File: config.mk
export PLATFORM = sky130hd
export DESIGN_NAME = alu_issue_ctrl_flat
export DESIGN_NICKNAME = d
export VERILOG_FILES = /design/src/rtl/alu_pkg.sv /design/src/rtl/alu_issue_ctrl_if.sv /design/src/rtl/alu_req_fifo.sv /design/src/rtl/alu_issue_ctrl.sv /design/src/flat_wrapper.sv
export SDC_FILE = /design/constraint.sdc
export NUM_CORES = 1
export LEC_CHECK = 0
export ABC_AREA = 1
export CAP_MARGIN = 20
export CORE_MARGIN = 4
export CORE_UTILIZATION = 50
export CTS_CLUSTER_SIZE = 14
export DETAILED_ROUTE_END_ITERATION = 6
export GPL_TIMING_DRIVEN = 1
export PLACE_DENSITY = 0.76
export SYNTH_ARGS = -nofsm -noshare
export SYNTH_HDL_FRONTEND = slang
export SYNTH_SLANG_ARGS = --single-unit
File: constraint.sdc
create_clock -name clk -period 3.8 [get_ports clk]
set_clock_uncertainty 0.2 [all_clocks]
set_input_delay 0.57 -clock clk [delete_from_list [all_inputs] [get_ports clk]]
set_output_delay 0.57 -clock clk [all_outputs]
set_load 0.01 [all_outputs]
File: src/rtl/alu_pkg.sv
// Shared alu command codes, issue FSM states and command legality check
// for the alu issue/sequencing slice.
package alu_pkg;

  localparam logic [3:0] ALU_AND      = 4'h0;
  localparam logic [3:0] ALU_OR       = 4'h1;
  localparam logic [3:0] ALU_XOR      = 4'h2;
  localparam logic [3:0] ALU_NOT      = 4'h3;
  localparam logic [3:0] ALU_UADD     = 4'h4;
  localparam logic [3:0] ALU_SADD     = 4'h5;
  localparam logic [3:0] ALU_USUB     = 4'h6;
  localparam logic [3:0] ALU_SSUB     = 4'h7;
  localparam logic [3:0] ALU_UMUL     = 4'h8;
  localparam logic [3:0] ALU_SMUL     = 4'h9;
  localparam logic [3:0] ALU_UCMP     = 4'hA;
  localparam logic [3:0] ALU_SCMP     = 4'hB;
  localparam logic [3:0] ALU_SHIFT    = 4'hC;
  localparam logic [3:0] ALU_CMD_LAST = 4'hC;

  typedef enum logic [1:0] {
    IDLE,
    EXEC,
    RESP
  } issue_state_t;

  function automatic logic alu_cmd_legal(input logic [3:0] cmd);
    return cmd <= ALU_CMD_LAST;
  endfunction

endpackage

File: src/rtl/alu_issue_ctrl_if.sv
// Request, alu-drive and response signal bundle of the issue stage.
// slave is the issue controller's view; master is the surrounding system's view.
interface alu_issue_ctrl_if #(
  parameter int unsigned SIZE = 4
);
  logic                req_valid;
  logic                req_ready;
  logic [3:0]          req_cmd;
  logic [SIZE-1:0]     req_a;
  logic [SIZE-1:0]     req_b;

  logic                alu_enable;
  logic [3:0]          alu_command;
  logic [SIZE-1:0]     alu_a;
  logic [SIZE-1:0]     alu_b;
  logic                alu_overflow;
  logic [2*SIZE-1:0]   alu_result;

  logic                rsp_valid;
  logic                rsp_ready;
  logic [2*SIZE-1:0]   rsp_result;
  logic                rsp_overflow;
  logic                rsp_err;

  modport slave (
    input  req_valid, req_cmd, req_a, req_b,
    output req_ready,
    output alu_enable, alu_command, alu_a, alu_b,
    input  alu_overflow, alu_result,
    output rsp_valid, rsp_result, rsp_overflow, rsp_err,
    input  rsp_ready
  );

  modport master (
    output req_valid, req_cmd, req_a, req_b,
    input  req_ready,
    input  alu_enable, alu_command, alu_a, alu_b,
    output alu_overflow, alu_result,
    input  rsp_valid, rsp_result, rsp_overflow, rsp_err,
    output rsp_ready
  );
endinterface

File: src/rtl/alu_req_fifo.sv
// Synchronous show-ahead FIFO holding queued alu requests.
// A push while full is dropped even when a pop occurs in the same cycle.
module alu_req_fifo #(
  parameter int unsigned WIDTH = 12,
  parameter int unsigned DEPTH = 4
) (
  input  logic             clk,
  input  logic             rst_n,
  input  logic             push,
  input  logic [WIDTH-1:0] din,
  input  logic             pop,
  output logic [WIDTH-1:0] dout,
  output logic             full,
  output logic             empty
);

  localparam int unsigned AW = $clog2(DEPTH);

  logic [WIDTH-1:0] mem [DEPTH];
  logic [AW:0]      wr_ptr;
  logic [AW:0]      rd_ptr;

  // Extra pointer bit distinguishes full from empty when the indices match.
  assign empty = (wr_ptr == rd_ptr);
  assign full  = (wr_ptr[AW] != rd_ptr[AW]) && (wr_ptr[AW-1:0] == rd_ptr[AW-1:0]);
  assign dout  = mem[rd_ptr[AW-1:0]];

  always_ff @(posedge clk) begin
    if (!rst_n) begin
      wr_ptr <= '0;
      rd_ptr <= '0;
    end else begin
      if (push && !full) begin
        mem[wr_ptr[AW-1:0]] <= din;
        wr_ptr              <= wr_ptr + (AW+1)'(1);
      end
      if (pop && !empty) begin
        rd_ptr <= rd_ptr + (AW+1)'(1);
      end
    end
  end

endmodule

File: src/rtl/alu_issue_ctrl.sv
// Issue stage ahead of the combinational alu: queues requests, drives the alu for
// one cycle per legal op, captures the result and keeps overflow/op-count status.
module alu_issue_ctrl
  import alu_pkg::*;
#(
  parameter int unsigned SIZE  = 4,
  parameter int unsigned DEPTH = 4,
  parameter int unsigned CNT_W = 16
) (
  input  logic             clk,
  input  logic             rst_n,
  alu_issue_ctrl_if.slave  bus,
  input  logic             clr_status,
  output logic             ovf_sticky,
  output logic [CNT_W-1:0] op_count
);

  localparam int unsigned FW = 4 + 2*SIZE;

  issue_state_t    state;
  logic [FW-1:0]   head;
  logic [3:0]      head_cmd;
  logic [SIZE-1:0] head_a;
  logic [SIZE-1:0] head_b;
  logic            full;
  logic            empty;
  logic            push;
  logic            pop;
  logic            rsp_hs;

  assign bus.req_ready = rst_n && !full;
  assign push          = bus.req_valid && bus.req_ready;
  assign rsp_hs        = bus.rsp_valid && bus.rsp_ready;
  // The next request is taken either from idle or in the same edge as a response handshake.
  assign pop           = !empty && ((state == IDLE) || ((state == RESP) && rsp_hs));
  assign {head_cmd, head_a, head_b} = head;

  alu_req_fifo #(
    .WIDTH(FW),
    .DEPTH(DEPTH)
  ) u_fifo (
    .clk   (clk),
    .rst_n (rst_n),
    .push  (push),
    .din   ({bus.req_cmd, bus.req_a, bus.req_b}),
    .pop   (pop),
    .dout  (head),
    .full  (full),
    .empty (empty)
  );

  always_ff @(posedge clk) begin
    if (!rst_n) begin
      state            <= IDLE;
      bus.alu_enable   <= 1'b0;
      bus.alu_command  <= '0;
      bus.alu_a        <= '0;
      bus.alu_b        <= '0;
      bus.rsp_valid    <= 1'b0;
      bus.rsp_result   <= '0;
      bus.rsp_overflow <= 1'b0;
      bus.rsp_err      <= 1'b0;
      ovf_sticky       <= 1'b0;
      op_count         <= '0;
    end else begin
      if (rsp_hs) begin
        op_count <= op_count + CNT_W'(1);
      end
      if (rsp_hs && bus.rsp_overflow) begin
        ovf_sticky <= 1'b1;
      end else if (clr_status) begin
        ovf_sticky <= 1'b0;
      end

      if (pop) begin
        if (alu_cmd_legal(head_cmd)) begin
          bus.alu_enable  <= 1'b1;
          bus.alu_command <= head_cmd;
          bus.alu_a       <= head_a;
          bus.alu_b       <= head_b;
          bus.rsp_valid   <= 1'b0;
          state           <= EXEC;
        end else begin
          // Illegal commands never reach the alu; answer with an error response.
          bus.rsp_valid    <= 1'b1;
          bus.rsp_result   <= '0;
          bus.rsp_overflow <= 1'b0;
          bus.rsp_err      <= 1'b1;
          state            <= RESP;
        end
      end else begin
        case (state)
          EXEC: begin
            bus.alu_enable   <= 1'b0;
            bus.rsp_result   <= bus.alu_result;
            bus.rsp_overflow <= bus.alu_overflow;
            bus.rsp_err      <= 1'b0;
            bus.rsp_valid    <= 1'b1;
            state            <= RESP;
          end
          RESP: begin
            if (bus.rsp_ready) begin
              bus.rsp_valid <= 1'b0;
              state         <= IDLE;
            end
          end
          default: ;
        endcase
      end
    end
  end

endmodule
File: src/flat_wrapper.sv
// flat-port wrapper written by rule: the top's interface ports become plain ports
module alu_issue_ctrl_flat import alu_pkg::*;
#(
  parameter int unsigned SIZE  = 4,
  parameter int unsigned DEPTH = 4,
  parameter int unsigned CNT_W = 16
)
  (clk, rst_n, clr_status, ovf_sticky, op_count, bus_req_valid, bus_req_cmd, bus_req_a, bus_req_b, bus_req_ready, bus_alu_enable, bus_alu_command, bus_alu_a, bus_alu_b, bus_alu_overflow, bus_alu_result, bus_rsp_valid, bus_rsp_result, bus_rsp_overflow, bus_rsp_err, bus_rsp_ready);
  alu_issue_ctrl_if #(.SIZE(SIZE)) bus_i ();
  input  logic clk;
  input  logic rst_n;
  input  logic clr_status;
  output logic ovf_sticky;
  output logic [CNT_W-1:0] op_count;
  input wire logic [$bits(bus_i.req_valid)-1:0] bus_req_valid;
  input wire logic [$bits(bus_i.req_cmd)-1:0] bus_req_cmd;
  input wire logic [$bits(bus_i.req_a)-1:0] bus_req_a;
  input wire logic [$bits(bus_i.req_b)-1:0] bus_req_b;
  output wire logic [$bits(bus_i.req_ready)-1:0] bus_req_ready;
  output wire logic [$bits(bus_i.alu_enable)-1:0] bus_alu_enable;
  output wire logic [$bits(bus_i.alu_command)-1:0] bus_alu_command;
  output wire logic [$bits(bus_i.alu_a)-1:0] bus_alu_a;
  output wire logic [$bits(bus_i.alu_b)-1:0] bus_alu_b;
  input wire logic [$bits(bus_i.alu_overflow)-1:0] bus_alu_overflow;
  input wire logic [$bits(bus_i.alu_result)-1:0] bus_alu_result;
  output wire logic [$bits(bus_i.rsp_valid)-1:0] bus_rsp_valid;
  output wire logic [$bits(bus_i.rsp_result)-1:0] bus_rsp_result;
  output wire logic [$bits(bus_i.rsp_overflow)-1:0] bus_rsp_overflow;
  output wire logic [$bits(bus_i.rsp_err)-1:0] bus_rsp_err;
  input wire logic [$bits(bus_i.rsp_ready)-1:0] bus_rsp_ready;
  assign bus_i.req_valid = bus_req_valid;
  assign bus_i.req_cmd = bus_req_cmd;
  assign bus_i.req_a = bus_req_a;
  assign bus_i.req_b = bus_req_b;
  assign bus_req_ready = bus_i.req_ready;
  assign bus_alu_enable = bus_i.alu_enable;
  assign bus_alu_command = bus_i.alu_command;
  assign bus_alu_a = bus_i.alu_a;
  assign bus_alu_b = bus_i.alu_b;
  assign bus_i.alu_overflow = bus_alu_overflow;
  assign bus_i.alu_result = bus_alu_result;
  assign bus_rsp_valid = bus_i.rsp_valid;
  assign bus_rsp_result = bus_i.rsp_result;
  assign bus_rsp_overflow = bus_i.rsp_overflow;
  assign bus_rsp_err = bus_i.rsp_err;
  assign bus_i.rsp_ready = bus_rsp_ready;
  alu_issue_ctrl #(.SIZE(SIZE), .DEPTH(DEPTH), .CNT_W(CNT_W)) u_core (.clk(clk), .rst_n(rst_n), .bus(bus_i), .clr_status(clr_status), .ovf_sticky(ovf_sticky), .op_count(op_count));
endmodule
==> parameters.txt, run 1 <==
Parameter                              Value

Timing
  Count of final setup violators    0
  Post-route fraction of the period consumed by the critical path    68.52%
  TNS Setup    0 ps
  Worst Max-Slew Pin Slew    816.4 ps
  Post-route setup slack    1196 ps
  RSZ-0062 raised after global routing    false
  Hold slack    254.7 ps
  Min Tclk post-route    2604 ps
  Final Hold Fails    0
  Achievable frequency    384.1 MHz
  Final number of max-transition violations    0
  Worst slew margin    45.50%

Placement
  Worst setup slack before clock tree synthesis    883.2 ps
  Total half-perimeter wirelength after legalization and detailed placement    5842 um
  RePlAce Congestion    0.7985
  Placement Cell Area    4805 um2
  Number of buffer cells added on primary ports    67

Synthesis
  Post-synth design cell area    4079 um2
  Syn nets    469
  #FFs+latches synth    98
  Register area share after synthesis    59.88%
  Number of distinct library cells after synthesis    34
  Post-synthesis cell count    434
  Mean Syn Cell Area    9.398 um2
  Yosys warning count    0

Worst setup path
  Crit start category    flop
  Data arrival at the endpoint of the critical path    1830 ps
  Critical path start-end classification    flop to primary output
  Nature of the critical path endpoint    primary output
  R2r worst-path depth    8
  Worst-case register-to-register setup slack    1410 ps
  Crit Path Max Fanout    5
  Reg-to-reg endpoint    u_core.bus.alu_command[2]
  Required time worst endpoint    3030 ps

GRT
  GRT Resource Usage Total    17.26%
  Maximum number of pins on one net before global-route repair    29
  Remaining global-route overflow    0
  Initial antenna violation count    0
  First-pass GRT wire length    13480 um
  Number of global-route vias before repair    2917

Route
  Vias per cell    5.132
  Final routed wirelength across all metal layers    8323 um
  Via Count    3115
  Detail Route Antenna Nets    0
  DRC viols    0
  Number of DRC markers in iteration 0    151
  Routed len/inst    13.71 um
  Number of search-and-repair iterations in the first detailed-routing pass    4

Clocking
  Number of buffers created by CTS    9
  Number of H-tree branching levels    3
  Clock-pin slew on the worst setup and hold paths    110 ps
  Clock tree from TritonCTS    built
  CTS-repair resized insts    0
  Hold buffer count at cts    0
  Maximum count of clock buffers along a single path    2
  Clock sink count    98
  Worst skew pair latency    360 ps
  Cell at the root of the clock tree    sky130_fd_sc_hd__clkbuf_8
  Setup bufs post-CTS    0

Hold path
  Start point of the worst hold path    u_core.bus.rsp_err
  Hold/Removal Path Class    flop to flop
  Worst Hold Depth    2
  Terminating pin of the worst hold path    u_core.bus.rsp_err

Run status
  Status    finished, final reports clean

Floorplan
  Standard-cell row count    32
  Ports placed on the boundary    68
  Height of the die    98.32 um
  Area of the die    9667 um2
  Die span in x    98.32 um
  Core area    7848 um2
  Initial standard-cell utilization of the core    51.98%

Finish
  # nets final    535
  Fraction of final layout cells with drive strength greater than 1    7.327%
  Most frequent cells in the layout    sky130_fd_sc_hd__nand2_1, sky130_fd_sc_hd__clkdlybuf4s50_1, sky130_fd_sc_hd__nor2_1, sky130_fd_sc_hd__dfxtp_1, sky130_fd_sc_hd__edfxtp_1
  Reg area    2442 um2
  Leading cell type in the layout, fill and taps excluded    sky130_fd_sc_hd__nand2_1
  Finished Core Util    63.82%
  Number of antenna diodes    0
  Area of combinational cells with multiple inputs    1366 um2
  Post-synthesis to final-layout area growth    22.79%
  Finished Cell Area    5009 um2
  Layout fillers    672

Power and ir drop
  Power density normalized to cell area    565.5 nW/um2
  Max VDD drop    263.5 uV
  LEAKAGE    1.841 nW

Flow run
  Count of max-cap constraint violations    0
==> metal layers <==
layer	share of wire, %	vias to the layer above	wire length, um	track usage (%)
li1	-	1584	-	-
met1	42	1443	3499	20.09
met2	51	78	4240	31.20
met3	5.6	10	463	3.214
met4	1.5	0	121	6.828
met5	0	-	0	0
==> state kept, by name (all words and copies together) (netlist names), named ones only <==
name and flops:
u_core.u_fifo.rd_ptr 3, u_core.ovf_sticky 1, u_core.bus.rsp_err 1, u_core.bus.rsp_valid 1
u_core.bus.alu_b 4, u_core.bus.rsp_overflow 1, u_core.u_fifo.wr_ptr 3, u_core.op_count 16
u_core.state 1, u_core.bus.alu_a 4, u_core.u_fifo.mem 48, u_core.bus.rsp_result 8
u_core.bus.alu_command 4, u_core.bus.alu_enable 1
==> area by class of cell <==
class,count,share of cell area [%]
Clock buffer,9,2.473
Tap cell,102,2.548
Clock inverter,7,1.599
Multi-Input combinational cell,277,27.28
Sequential cell,98,48.76
Timing Repair Buffer,72,14.14
Inverter,42,3.198
==> power by group <==
part           internal (mW)  switching, mW
Combinational          0.340          0.500
Clock                  0.262          0.405
Sequential              1.22          0.110
==> worst max-delay path, stage by stage, from the launching register on <==
cell and delay, ps:
sky130_fd_sc_hd__dfxtp_1 440, sky130_fd_sc_hd__inv_2 90, sky130_fd_sc_hd__nand2_1 70, sky130_fd_sc_hd__nand2_1 60
sky130_fd_sc_hd__nand2_1 50, sky130_fd_sc_hd__o21ai_0 70, sky130_fd_sc_hd__inv_1 130, sky130_fd_sc_hd__clkdlybuf4s50_1 560
==> kinds of logic after synthesis <==
group	count (synthesis)	share of synthesized area [%]
AOI/OAI and AO/OA	85	11.38
xor gates and xnor gates	2	0.4295
adders and majority gates	9	2.761
buffers and inverters	59	6.626
DFF	98	59.88
and+or+nand+nor	181	18.93
==> metrics by stage <==
step                      total power, mW  cells
after floorplan                     1.962    434
after global placement              2.175    591
after detailed placement            2.195    591
after CTS                           2.860    607
after global routing                3.017    607
final                               2.833    607
==> synth_stat cells (all sizes together) <==
library cell,count,area [um2]
a221oi,1,8.760
edfxtp,48,1441
buf,13,95.08
o21ai,40,200.2
o211ai,1,7.510
nand2,86,340.3
xor2,2,17.52
o21bai,1,7.510
nor3b,2,15.01
nand4,1,6.260
o22ai,8,50.05
ha,9,112.6
clkinv,1,3.750
o31ai,1,7.510
clkbuf,4,15.01
a211oi,1,7.510
inv,41,156.4
nand3,29,150.1
nor2,55,209.0
dfxtp,50,1001
a21oi,32,175.2
nor3,8,51.30
==> worst max-delay path by stage <==
stage / startpoint / to / slack, ps
2_1_floorplan: u_core.u_fifo.wr_ptr[0] / u_core.u_fifo.mem[0][0] / 1690
3_3_place_gp: bus_rsp_ready / u_core.bus.rsp_result[6] / 990
3_5_place_dp: bus_rsp_ready / u_core.bus.rsp_result[3] / 880
4_1_cts: u_core.u_fifo.wr_ptr[0] / bus_req_ready / 1180
5_1_grt: bus_rsp_ready / u_core.bus.rsp_result[6] / 1030
6_report: u_core.u_fifo.wr_ptr[0] / bus_req_ready / 1200
Note: power is estimated with default switching activity, not from simulation.
==> run 2, diff against run 1 <==
Clock period 3.8 ns to 2.4 ns, I/O delays scaled along.
==> run 2 against run 1 <==
Effect of this change:
- power increased by 62%
- first-iteration DRC count is 21% higher
- clock power rose by 62%
- cell count grew 1.3%
- worst hold slack worse by 1.3 ps
- sequential power rose by 54%
- via count is 0.29% lower
- register-to-register slack worse by 1000 ps
- critical path depth is 2 higher
- count of clock-buffer cells in the layout did not move
==> parameters.txt, run 2 (synthesized netlist as in run 1, its figures left out) <==
Parameter                              Value

Worst setup path
  Reg-to-reg endpoint    u_core.bus.alu_command[1]
  Data arrival at the endpoint of the critical path    2080 ps
  R2r worst-path depth    9
  Launching element of the worst setup path    u_core.bus.rsp_valid
  Worst R2R Start    u_core.bus.rsp_valid
  Required time worst endpoint    2450 ps
  Nature of the critical path endpoint    flop
  Critical path start-end classification    flop to flop
  Crit Path Max Fanout    11
  Setup crit end    u_core.bus.alu_command[1]
  Crit start category    flop
  Worst-case register-to-register setup slack    360 ps

Route
  Routed len/inst    13.60 um
  Via Count    3106
  Number of DRC markers in iteration 0    183
  Vias per cell    5.050
  Detail Route Antenna Nets    0
  DRC viols    0
  Number of search-and-repair iterations in the first detailed-routing pass    4
  Final routed wirelength across all metal layers    8367 um

Clocking
  Number of buffers created by CTS    9
  Clock tree from TritonCTS    built
  Number of H-tree branching levels    3
  Worst skew pair latency    360 ps
  Clock sink count    98
  Clock-pin slew on the worst setup and hold paths    100 ps
  Cell at the root of the clock tree    sky130_fd_sc_hd__clkbuf_8
  Maximum count of clock buffers along a single path    2

Finish
  Largest register FFs    48
  Post-synthesis to final-layout area growth    24.33%
  Number of antenna diodes    0
  # nets final    543
  Fraction of final layout cells with drive strength greater than 1    8.967%
  Most frequent cells in the layout    sky130_fd_sc_hd__nand2_1, sky130_fd_sc_hd__clkdlybuf4s50_1, sky130_fd_sc_hd__nor2_1, sky130_fd_sc_hd__dfxtp_1, sky130_fd_sc_hd__edfxtp_1
  Leading cell type in the layout, fill and taps excluded    sky130_fd_sc_hd__nand2_1

Power and ir drop
  LEAKAGE    1.892 nW
  Power density normalized to cell area    905.0 nW/um2
  Max VDD drop    472.4 uV

Timing
  TNS Setup    0 ps
  Worst Max-Slew Pin Slew    675.5 ps
  Post-route fraction of the period consumed by the critical path    84.93%
  Achievable frequency    490.6 MHz
  Final Hold Fails    0
  Min Tclk post-route    2038 ps
  Final number of max-transition violations    0
  Worst slew margin    54.92%
  Count of final setup violators    0
  RSZ-0062 raised after global routing    false
  Post-route setup slack    361.7 ps

Hold path
  Hold/Removal Path Class    flop to flop
  Worst Hold Depth    2

GRT
  GRT Resource Usage Total    17.53%
  Remaining global-route overflow    0
  Number of global-route vias before repair    2928
  Maximum number of pins on one net before global-route repair    29
  First-pass GRT wire length    13590 um
  Initial antenna violation count    0

Floorplan
  Area of the die    9667 um2
  Standard-cell row count    32
  Core area    7848 um2
  Die span in x    98.32 um
  Ports placed on the boundary    68
  Height of the die    98.32 um
  Initial standard-cell utilization of the core    51.98%

Placement
  RePlAce Congestion    0.8132
  Worst setup slack before clock tree synthesis    59.49 ps
  Number of buffer cells added on primary ports    67
  Total half-perimeter wirelength after legalization and detailed placement    6010 um

Run status
  Status    finished, final reports clean

Flow run
  Count of max-cap constraint violations    0
-- run 2: cell types whose count changed in the layout (fill, tap and decap cells not counted) --
| cell | previous run | this run |
|---|---|---|
| sky130_fd_sc_hd__clkdlybuf4s50_1 | 67 | 66 |
| sky130_fd_sc_hd__clkinv_8 | 2 | 0 |
| sky130_fd_sc_hd__inv_6 | 1 | 0 |
| sky130_fd_sc_hd__dlymetal6s2s_1 | 0 | 1 |
| sky130_fd_sc_hd__bufinv_16 | 0 | 1 |
| sky130_fd_sc_hd__dfxtp_2 | 0 | 2 |
| sky130_fd_sc_hd__buf_4 | 5 | 13 |
| sky130_fd_sc_hd__clkinv_1 | 1 | 2 |
| sky130_fd_sc_hd__dfxtp_1 | 50 | 48 |
| sky130_fd_sc_hd__clkinv_2 | 0 | 1 |
-- run 2: worst min path at each step --
stage	startpoint	to	slack [ps]
2_1_floorplan	bus_req_b[0]	u_core.u_fifo.mem[0][0]	260
3_3_place_gp	u_core.bus.rsp_err	u_core.bus.rsp_err	240
3_5_place_dp	u_core.bus.rsp_err	u_core.bus.rsp_err	240
4_1_cts	u_core.bus.rsp_err	u_core.bus.rsp_err	260
5_1_grt	u_core.bus.rsp_err	u_core.bus.rsp_err	280
6_report	u_core.bus.rsp_err	u_core.bus.rsp_err	250
-- run 2: repair_timing --
item | CTS | global route
endpoints found under the setup margin | 0 | 1
resized for setup | 0 | 3
hold buffers | 0 | 0
setup buffers | 0 | 0
-- run 2: power breakdown --
part,leakage [nW],switching [mW],total [mW],internal [mW]
registers,0.845,0.124,2.05,1.93
logic,0.946,0.869,1.46,0.590
clock network,0.101,0.586,1.08,0.493
total,1.89,1.58,4.59,3.01
-- run 2: critical path, cell delays in order, from the launching register on --
cell	delay (ps)
sky130_fd_sc_hd__dfxtp_1	450
sky130_fd_sc_hd__inv_1	90
sky130_fd_sc_hd__ha_1	200
sky130_fd_sc_hd__o21bai_1	150
sky130_fd_sc_hd__nand2_1	200
sky130_fd_sc_hd__inv_1	120
sky130_fd_sc_hd__nand2_1	310
sky130_fd_sc_hd__nand2_1	90
sky130_fd_sc_hd__nand2_1	80
sky130_fd_sc_hd__a21oi_2	30
-- run 2: cell type report --
type	count	area (um2)
Timing Repair Buffer	80	770.7
Multi-Input combinational cell	277	1366
Inverter	42	160.2
Sequential cell	98	2445
Clock buffer	9	123.9
Tap cell	102	127.6
Clock inverter	7	77.57
Fill cell	655	2776
-- run 2: layer usage --
layer	up-vias	wire, um	GRT usage, %
met5	-	0	0
met4	0	140	6.618
met3	12	435	3.571
met2	67	4164	30.53
met1	1428	3627	21.37
li1	1599	-	-
-- run 2: stage by stage --
| step | instances | utilization (%) | cell area (um2) | power [mW] | hold slack [ps] |
|---|---|---|---|---|---|
| 6_report | 615 | 64.62 | 5071 | 4.590 | 253.4 |
| 5_1_grt | 615 | 64.62 | 5071 | 4.890 | 279.6 |
| 4_1_cts | 615 | 64.56 | 5066 | 4.621 | 257.0 |
| 3_5_place_dp | 599 | 61.99 | 4865 | 3.553 | 242.4 |
| 3_3_place_gp | 599 | 61.99 | 4865 | 3.508 | 239.1 |
| 2_1_floorplan | 434 | - | 4079 | 3.106 | 258.9 |
==> run 3, diff against run 2 <==
Clock period 2.4 ns to 2.1 ns, I/O delays scaled along.
==> run 3 against run 2 <==
Effect of this change:
- the run now ends with DRC left
- combinational power grew 29%
- utilization grew 1.9 points
- cell count rose by 2.4%
- sequential share of layout area decreased by 1.3 points
- sequential power increased by 14%
- worst hold slack better by 21 ps
- cell area rose by 2.9%
- register-to-register slack lost 230 ps
- clock power grew 8%
- non-clock buffer count up 15
- critical path type is now flop to primary output
- critical endpoint is now bus_req_ready
==> parameters.txt, run 3 (synthesized netlist as in run 1, its figures left out) <==
Parameter                              Value

Power and ir drop
  Power density normalized to cell area    1036 nW/um2
  LEAKAGE    1.957 nW
  Max VDD drop    538.9 uV

Worst setup path
  Crit Path Max Fanout    5
  Max stage delay on crit path    370 ps
  Number of buffer and inverter stages on the critical path    3
  Top cell family by delay on the critical path    buffers and inverters
  Critical path, cell by cell    inv_2 > nand2_1 > nand2_1 > nand2_1 > o21ai_0 > inv_1 > clkdlybuf4s15_1
  Data arrival at the endpoint of the critical path    1470 ps
  Most numerous cell on the critical path    sky130_fd_sc_hd__nand2_1
  Max stage delay cell, worst path    sky130_fd_sc_hd__dfxtp_4
  Critical path start-end classification    flop to primary output
  Required time worst endpoint    1580 ps
  Worst R2R Start    u_core.u_fifo.wr_ptr[1]
  Nature of the critical path endpoint    primary output
  Launching element of the worst setup path    u_core.u_fifo.wr_ptr[0]
  Crit start category    flop

Floorplan
  Die span in x    98.32 um
  Height of the die    98.32 um
  Standard-cell row count    32
  Core area    7848 um2
  Area of the die    9667 um2
  Ports placed on the boundary    68
  Initial standard-cell utilization of the core    51.98%

Clocking
  Clock tree from TritonCTS    built
  Hold buffer count at cts    0
  Cell at the root of the clock tree    sky130_fd_sc_hd__clkbuf_8
  Clock sink count    98
  Maximum count of clock buffers along a single path    2
  Worst skew pair latency    350 ps
  Clock-pin slew on the worst setup and hold paths    110 ps
  Number of H-tree branching levels    3
  Number of buffers created by CTS    9

Route
  Vias per cell    5.170
  Number of DRC markers in iteration 0    142
  DRC viols    1
  Detail Route Antenna Nets    0
  Final routed wirelength across all metal layers    8770 um
  Number of search-and-repair iterations in the first detailed-routing pass    7
  Routed len/inst    13.92 um
  Via Count    3257

Timing
  Worst Max-Slew Pin Slew    291.2 ps
  Final Hold Fails    0
  Count of final setup violators    0
  Achievable frequency    504.7 MHz
  Worst slew margin    80.55%
  RSZ-0062 raised after global routing    true
  TNS Setup    0 ps
  Post-route fraction of the period consumed by the critical path    94.35%
  Min Tclk post-route    1981 ps
  Final number of max-transition violations    0

Finish
  # nets final    558
  Final instance count without filler cells    630
  Area of combinational cells with multiple inputs    1376 um2
  Largest register FFs    48
  Finished Cell Area    5218 um2
  Fraction of final layout cells with drive strength greater than 1    12.31%
  Layout fillers    657
  Leading cell type in the layout, fill and taps excluded    sky130_fd_sc_hd__nand2_1
  Reg area    2447 um2
  Number of antenna diodes    0
  Post-synthesis to final-layout area growth    27.91%
  Most frequent cells in the layout    sky130_fd_sc_hd__nand2_1, sky130_fd_sc_hd__clkdlybuf4s50_1, sky130_fd_sc_hd__nor2_1, sky130_fd_sc_hd__dfxtp_1, sky130_fd_sc_hd__edfxtp_1

Hold path
  Start point of the worst hold path    u_core.ovf_sticky
  Hold/Removal Path Class    flop to flop

Placement
  Number of buffer cells added on primary ports    67
  Total half-perimeter wirelength after legalization and detailed placement    6390 um
  RePlAce Congestion    0.8442
  Number of cells in the design after placement    612
  Placement Cell Area    4987 um2

Run status
  Status    complete, but fails checks
  Failing checks    DRC

GRT
  Maximum number of pins on one net before global-route repair    29
  Number of global-route vias before repair    3194
  GRT Resource Usage Total    18.44%
  Remaining global-route overflow    0
  Initial antenna violation count    0
  First-pass GRT wire length    14540 um

Flow run
  Count of max-cap constraint violations    0
-- run 3: layout make-up --
cell class | instances | area share (%)
inverter | 42 | 3.141
clock buffer | 9 | 2.374
multi-input combinational | 277 | 26.38
sequential | 98 | 46.91
clock inverter | 7 | 1.391
tap | 102 | 2.446
timing repair buffer | 95 | 17.36
-- run 3: metrics by stage --
stage	utilization (%)	worst slack [ps]	total power, mW	hold WS, ps
floorplan	-	-6.582	3.550	213.9
global placement	63.55	45.26	4.173	249.4
detailed placement	63.55	-28.40	4.244	264.9
CTS	66.07	44.81	5.407	280.0
global route	66.49	-19.07	5.755	293.2
finish	66.49	118.7	5.403	274.9
-- run 3: timing repair --
action,in CTS,in global routing
cloned,0,0
setup buffers,0,2
resized for setup,3,6
endpoints found under the setup margin,1,12
-- run 3: power by group --
| group | internal (mW) | switching (mW) |
|---|---|---|
| clock network | 0.466 | 0.707 |
| registers | 2.20 | 0.140 |
| logic | 0.817 | 1.07 |
-- run 3: worst register-to-register path, delay by kind of cell (launching register included) --
family          cells  cell delay, ps
compound gates      1              60
buf+inv             4             510
flops               1             390
simple gates        5             530
-- run 3: worst paths after layout --
path | slack, ps | endpoint | cells after the start
hold reg to reg | 270 | u_core.ovf_sticky | 2
hold / removal | 270 | u_core.ovf_sticky | 2
setup reg to reg | 130 | u_core.u_fifo.mem[2][7] | 10
setup / recovery | 120 | bus_req_ready | 7
-- run 3: layer usage --
layer | wire length, um | part of all wire (%) | GRT usage [%] | vias to the layer above
met4 | 135 | 1.5 | 6.618 | 0
li1 | - | - | - | 1630
met3 | 423 | 4.8 | 3.714 | 11
met5 | 0 | 0 | 0 | -
met1 | 3735 | 43 | 22.01 | 1541
met2 | 4476 | 51 | 32.87 | 75
